`src/rtl/store_buffer_pkg.sv`:
```
// Shared definitions for the store side of the data-memory path:
// store op codes (same codes the load lane extractor decodes) and the
// layout of one queued store entry.
package store_buffer_pkg;

    // MEM-stage store op codes
    localparam logic [7:0] EXE_SB_OP = 8'b0010_1000;
    localparam logic [7:0] EXE_SH_OP = 8'b0010_1001;
    localparam logic [7:0] EXE_SW_OP = 8'b0010_1011;

    // One formatted store waiting to be written to the data SRAM
    typedef struct packed {
        logic [29:0] word;   // byte address [31:2]
        logic [3:0]  wen;    // big-endian byte mask, bit3 = wdata[31:24]
        logic [31:0] wdata;  // lane-replicated write data
    } sb_entry_t;

    // True for the three op codes this buffer accepts
    function automatic logic is_store_op(input logic [7:0] op);
        return (op == EXE_SB_OP) || (op == EXE_SH_OP) || (op == EXE_SW_OP);
    endfunction

endpackage

```
`src/rtl/store_buffer_format.sv`:
```
// Combinational store formatter: turns op/addr/data into a byte-write mask,
// lane-replicated write data and a misalignment flag. Lanes are big-endian,
// mirroring the load path.
module store_buffer_format
    import store_buffer_pkg::*;
(
    input  logic [7:0]  op,
    input  logic [31:0] addr,
    input  logic [31:0] data,
    output logic        is_store,
    output logic        misaligned,
    output logic [3:0]  wen,
    output logic [31:0] wdata
);

    // Decode the op and select lanes from the low address bits
    always_comb begin
        is_store   = is_store_op(op);
        misaligned = 1'b0;
        wen        = 4'b0000;
        wdata      = 32'h0000_0000;
        case (op)
            EXE_SB_OP: begin
                wdata = {4{data[7:0]}};
                case (addr[1:0])
                    2'b00:   wen = 4'b1000;
                    2'b01:   wen = 4'b0100;
                    2'b10:   wen = 4'b0010;
                    default: wen = 4'b0001;
                endcase
            end
            EXE_SH_OP: begin
                wdata      = {2{data[15:0]}};
                misaligned = addr[0];
                wen        = addr[0] ? 4'b0000 : (addr[1] ? 4'b0011 : 4'b1100);
            end
            EXE_SW_OP: begin
                wdata      = data;
                misaligned = (addr[1:0] != 2'b00);
                wen        = misaligned ? 4'b0000 : 4'b1111;
            end
            default: begin
                is_store = 1'b0;
            end
        endcase
    end

endmodule

```
`src/rtl/store_buffer.sv`:
```
// Store buffer: formats MEM-stage stores, queues them in a small FIFO and
// drains the head entry to the data SRAM over a req/ack handshake. Loads
// that touch the word of any pending store are flagged through ld_hit.
module store_buffer
    import store_buffer_pkg::*;
#(
    parameter int DEPTH = 2
) (
    input  logic        clk,
    input  logic        rst,
    input  logic        st_valid,
    input  logic [7:0]  st_op,
    input  logic [31:0] st_addr,
    input  logic [31:0] st_data,
    output logic        st_ready,
    output logic        ades,
    output logic [31:0] ades_badvaddr,
    output logic        mem_req,
    output logic [3:0]  mem_wen,
    output logic [31:0] mem_addr,
    output logic [31:0] mem_wdata,
    input  logic        mem_ack,
    input  logic [31:0] ld_addr,
    output logic        ld_hit,
    output logic        sb_empty
);

    localparam int PTR_W = (DEPTH > 1) ? $clog2(DEPTH) : 1;
    localparam int CNT_W = PTR_W + 1;
    localparam logic [CNT_W-1:0] DEPTH_CNT = CNT_W'(DEPTH);

    // Queue state
    sb_entry_t          entry_reg [DEPTH];
    logic [DEPTH-1:0]   entry_valid_reg;
    logic [PTR_W-1:0]   head_reg;
    logic [PTR_W-1:0]   tail_reg;
    logic [CNT_W-1:0]   count_reg;
    logic               ades_reg;
    logic [31:0]        ades_badvaddr_reg;

    // Formatter results for the incoming store
    logic        fmt_is_store;
    logic        fmt_misaligned;
    logic [3:0]  fmt_wen;
    logic [31:0] fmt_wdata;

    logic             enq;
    logic             deq;
    logic             ades_next;
    logic [DEPTH-1:0] hit_vec;
    sb_entry_t        head_entry;

    store_buffer_format u_format (
        .op         (st_op),
        .addr       (st_addr),
        .data       (st_data),
        .is_store   (fmt_is_store),
        .misaligned (fmt_misaligned),
        .wen        (fmt_wen),
        .wdata      (fmt_wdata)
    );

    // Full depends only on the count, so an ack in the same cycle never
    // opens a slot for a new store (no bypass through a full buffer).
    assign st_ready  = (count_reg < DEPTH_CNT);
    assign enq       = st_valid & st_ready & fmt_is_store & ~fmt_misaligned;
    assign deq       = mem_req & mem_ack;
    assign ades_next = st_valid & fmt_is_store & fmt_misaligned;

    // Head entry drives the SRAM request; it only changes on deq or reset,
    // so the request stays stable while waiting for an ack.
    assign head_entry = entry_reg[head_reg];
    assign mem_req    = entry_valid_reg[head_reg];
    assign mem_wen    = mem_req ? head_entry.wen : 4'b0000;
    assign mem_addr   = {head_entry.word, 2'b00};
    assign mem_wdata  = head_entry.wdata;
    assign sb_empty   = (count_reg == '0);

    assign ades          = ades_reg;
    assign ades_badvaddr = ades_badvaddr_reg;

    // Per-entry word match against the load address, gated by valid
    generate
        for (genvar gi = 0; gi < DEPTH; gi++) begin : g_hit
            assign hit_vec[gi] = entry_valid_reg[gi] &&
                                 (entry_reg[gi].word == ld_addr[31:2]);
        end
    endgenerate

    assign ld_hit = |hit_vec;

    // Entry payload write at the tail; payload needs no reset since valid gates it
    always_ff @(posedge clk) begin
        if (enq) begin
            entry_reg[tail_reg] <= '{word: st_addr[31:2], wen: fmt_wen, wdata: fmt_wdata};
        end
    end

    // Valid bits, pointers and count; reset discards every pending store
    always_ff @(posedge clk or posedge rst) begin
        if (rst) begin
            entry_valid_reg <= '0;
            head_reg        <= '0;
            tail_reg        <= '0;
            count_reg       <= '0;
        end else begin
            if (deq) begin
                entry_valid_reg[head_reg] <= 1'b0;
                head_reg                  <= head_reg + PTR_W'(1);
            end
            if (enq) begin
                entry_valid_reg[tail_reg] <= 1'b1;
                tail_reg                  <= tail_reg + PTR_W'(1);
            end
            case ({enq, deq})
                2'b10:   count_reg <= count_reg + CNT_W'(1);
                2'b01:   count_reg <= count_reg - CNT_W'(1);
                default: count_reg <= count_reg;
            endcase
        end
    end

    // Misaligned-store exception: one-cycle pulse, address held until the next one
    always_ff @(posedge clk or posedge rst) begin
        if (rst) begin
            ades_reg          <= 1'b0;
            ades_badvaddr_reg <= 32'h0000_0000;
        end else begin
            ades_reg <= ades_next;
            if (ades_next) begin
                ades_badvaddr_reg <= st_addr;
            end
        end
    end

endmodule

```
`config.mk`:
```
export PLATFORM = sky130hd
export DESIGN_NAME = store_buffer
export DESIGN_NICKNAME = d
export VERILOG_FILES = /design/src/rtl/store_buffer_pkg.sv /design/src/rtl/store_buffer_format.sv /design/src/rtl/store_buffer.sv
export SDC_FILE = /design/constraint.sdc
export NUM_CORES = 1
export LEC_CHECK = 0
export BUFFER_PORTS_ARGS = -buffer_cell sky130_fd_sc_hd__buf_4
export CAP_MARGIN = 20
export CORE_AREA = 5 5 120 122
export CTS_BUF_LIST = sky130_fd_sc_hd__clkbuf_8
export DETAILED_ROUTE_END_ITERATION = 10
export DIE_AREA = 0 0 125 127
export PLACE_DENSITY = 0.95
export SLEW_MARGIN = 5
export SYNTH_ARGS = -nofsm -noshare
export SYNTH_HDL_FRONTEND = slang
export SYNTH_SLANG_ARGS = --single-unit
```
`constraint.sdc`:
```
create_clock -name clk -period 7.9 [get_ports clk]
set_input_delay 0.79 -clock clk [delete_from_list [all_inputs] [get_ports clk]]
set_output_delay 0.79 -clock clk [all_outputs]
set_load 0.05 [all_outputs]
```
==> flow_summary.toml <==
[synth]
synth_top_area_share_pct = 52.8
netlist_top_cells_area = "edfxtp_1 53%, mux2_2 14%, dfrtp_1 13%"
ys_types = 34
synth-main-ff-cell = "edfxtp_1"
synth_edf_count = 132
synth_top_cell_by_area = "edfxtp_1"
yosysSeqAreaShare_pct = 65.8
synth_common_cells = "132 x edfxtp_1, 94 x mux2_2, 39 x dfrtp_1"
postSynthCellCount = 501
ys.warnings.count = 0
async_flop_share_pct = 22.8
synth_most_common_cell = "edfxtp_1"
synth-seq-cells = 171
postSynthAreaPerCell_um2 = 15.0
synthesis.area_um2 = 7510

[sta]
slew_viol_final = 0
finalSetupTns_ps = 0
tightest_slew_ps = 986
setup_viol = 0
hold_violations = 0
slew_headroom_pct = 34.1
hold_ws_ps = 513
period_minus_slack_ps = 3560
finClkSkew_ps = 7.90
rsz0062_at_grt = "false"
fin_crit_sh_pct = 45.0
fmax_mhz = 281

[critical_path]
critical-path-max-stage-delay_ps = 870
rr_startpoint = "head_reg$_DFFE_PP0P_"
path_class = "flop to primary output"
cpMostUsedCell = "buf_4"
critPathArrivalTime_ps = 2770
slowest_stage = "dfrtp_2"
path_cells = "buf_4 -> mux2i_1 -> nor2_1 -> buf_4"
crit_fanout = 41
worstSetupEndpointType = "primary output"
required_ps = 7110
worstSetupStartpointType = "flop"
crit_start = "head_reg$_DFFE_PP0P_"

[finish]
multi_input_area_um2 = 2440
stdcell_count = 902
largest_reg_flops = 132
antenna_cells = 0
area_delta_synth_final_pct = 29.7
fillers = 799
nets = 822
drive_above_1_share_pct = 47.2
register_area_um2 = 4940

[routing]
first_pass_iters = 5
detail_route.iter0.violations = 378
wl_per_cell_um = 21.5
viasPerCell = 5.62
drc = 0
drt-total-wl_um = 19400
vias = 5071
drtAntennaViolNets = 0

[cts]
clock_path_buffers = 2
cts.clk_slew.worst_paths_ps = 80
htree_num_levels = 4
cts_setup_buffers = 0
cts_root_buf = "clkbuf_8"
clock_sinks = 171
post_cts_resized = 0
clock_latency_ps = 450
cts_hold_buf = 0
numCtsBuffers = 17
tritoncts = "done"

[worst_hold_path]
hold_class = "flop to flop"
hp-start = "ades_badvaddr[2]$_DFFE_PP0P_"

[run]
drv_cap = 0

[floorplanning]
io_pins = 213
start_util_pct = 57.4
die-width_um = 125
die-area_um2 = 15900
rows = 42
core_area_um2 = 13100
die_y_um = 127

[pwr]
peakVddDrop_v = 0.000147
power_density_nw_per_um2 = 201
leakage_nw = 4.09

[status]
status = "complete, no violations"

[global_routing]
overflow = 0
grt_max_degree = 42
grt_pass1_wl_um = 29700
grt_pass1_vias = 5413
antenna_found_initial = 0
grt_usage_pct = 24.5

[placement]
hpwlAfterDp_um = 14000
place.gp.congestion = 0.931
place_inst = 869
port_buffers = 208
through the flow:
step / util [%] / setup slack [ps] / power [mW] / area [um2]
floorplan: - / 3070 / 1.13 / 7510
global placement: 70.6 / 4100 / 1.23 / 9230
detailed placement: 70.6 / 3990 / 1.23 / 9230
CTS: 74.4 / 4300 / 1.97 / 9730
global route: 74.4 / 4120 / 2.03 / 9740
finish: 74.4 / 4340 / 1.96 / 9740
cells by family after synthesis:
| group | after synthesis | synth area share [%] |
|---|---|---|
| other cells | 1 | 0.0500 |
| flops | 171 | 65.8 |
| fa+ha+maj | 1 | 0.167 |
| simple gates | 89 | 6.20 |
| compound gates | 43 | 3.25 |
| mux | 101 | 15.0 |
| xor+xnor | 65 | 7.58 |
| buf+inv | 30 | 1.92 |
layout make-up:
cell class | count | area share [%]
Tap cell | 176 | 2.26
Sequential cell | 171 | 50.7
Clock inverter | 14 | 2.58
Clock buffer | 18 | 2.54
Multi-Input combinational cell | 301 | 25.1
Inverter | 8 | 0.308
Timing Repair Buffer | 214 | 16.5
power by group:
part,switching (mW),internal [mW],leakage (nW)
combinational,0.136,0.0925,1.97
clock,0.299,0.445,0.253
sequential,0.0115,0.974,1.87
path summary, 6_finish.rpt:
path                                            endpoint  slack (ps)  depth (start not counted)
max                                           mem_wen[2]        4340                          4
min                         ades_badvaddr[2]$_DFFE_PP0P_         510                          1
max reg2reg                     count_reg[1]$_DFFE_PP0P_        5130                          6
min reg2reg                 ades_badvaddr[2]$_DFFE_PP0P_         510                          1
max in group asynchronous           head_reg$_DFFE_PP0P_        6750                          2
min in group asynchronous  ades_badvaddr[27]$_DFFE_PP0P_         520                          2
layout by cell type (no fill, tap or decap), types with 2 or more instances in the layout:
cell type | Yosys | routed
conb_1 | 1 | 2
mux2i_1 | 7 | 7
nor4_1 | 6 | 6
a22oi_1 | 9 | 9
a21oi_1 | 27 | 27
nor2_4 | 0 | 2
clkinvlp_4 | 0 | 2
bufinv_16 | 0 | 7
edfxtp_1 | 132 | 132
mux2_2 | 94 | 94
nand2_1 | 16 | 16
dfrtp_1 | 39 | 38
xor2_1 | 31 | 31
nand2b_1 | 7 | 7
xnor2_1 | 34 | 34
nor2_1 | 31 | 29
inv_1 | 7 | 9
and2_1 | 8 | 8
nand4_1 | 10 | 10
or4_1 | 2 | 2
buf_4 | 2 | 214
o21ai_0 | 4 | 4
nor3_1 | 4 | 4
clkbuf_8 | 0 | 18
critical path: cells and delay by family, from the launching register on:
family        cells  cell delay, ps
flops             1             870
buf+inv           2             810
mux               1             520
simple gates      1             100
per-layer routing:
| layer | global-route usage [%] | share of wire (%) | up-vias |
|---|---|---|---|
| met4 | 10.7 | 3.8 | 0 |
| met5 | 0 | 0 | - |
| li1 | - | - | 2266 |
| met1 | 27.6 | 36 | 2444 |
| met3 | 8.06 | 9.2 | 58 |
| met2 | 42.8 | 51 | 303 |
Note: power is estimated with default switching activity, not from simulation.
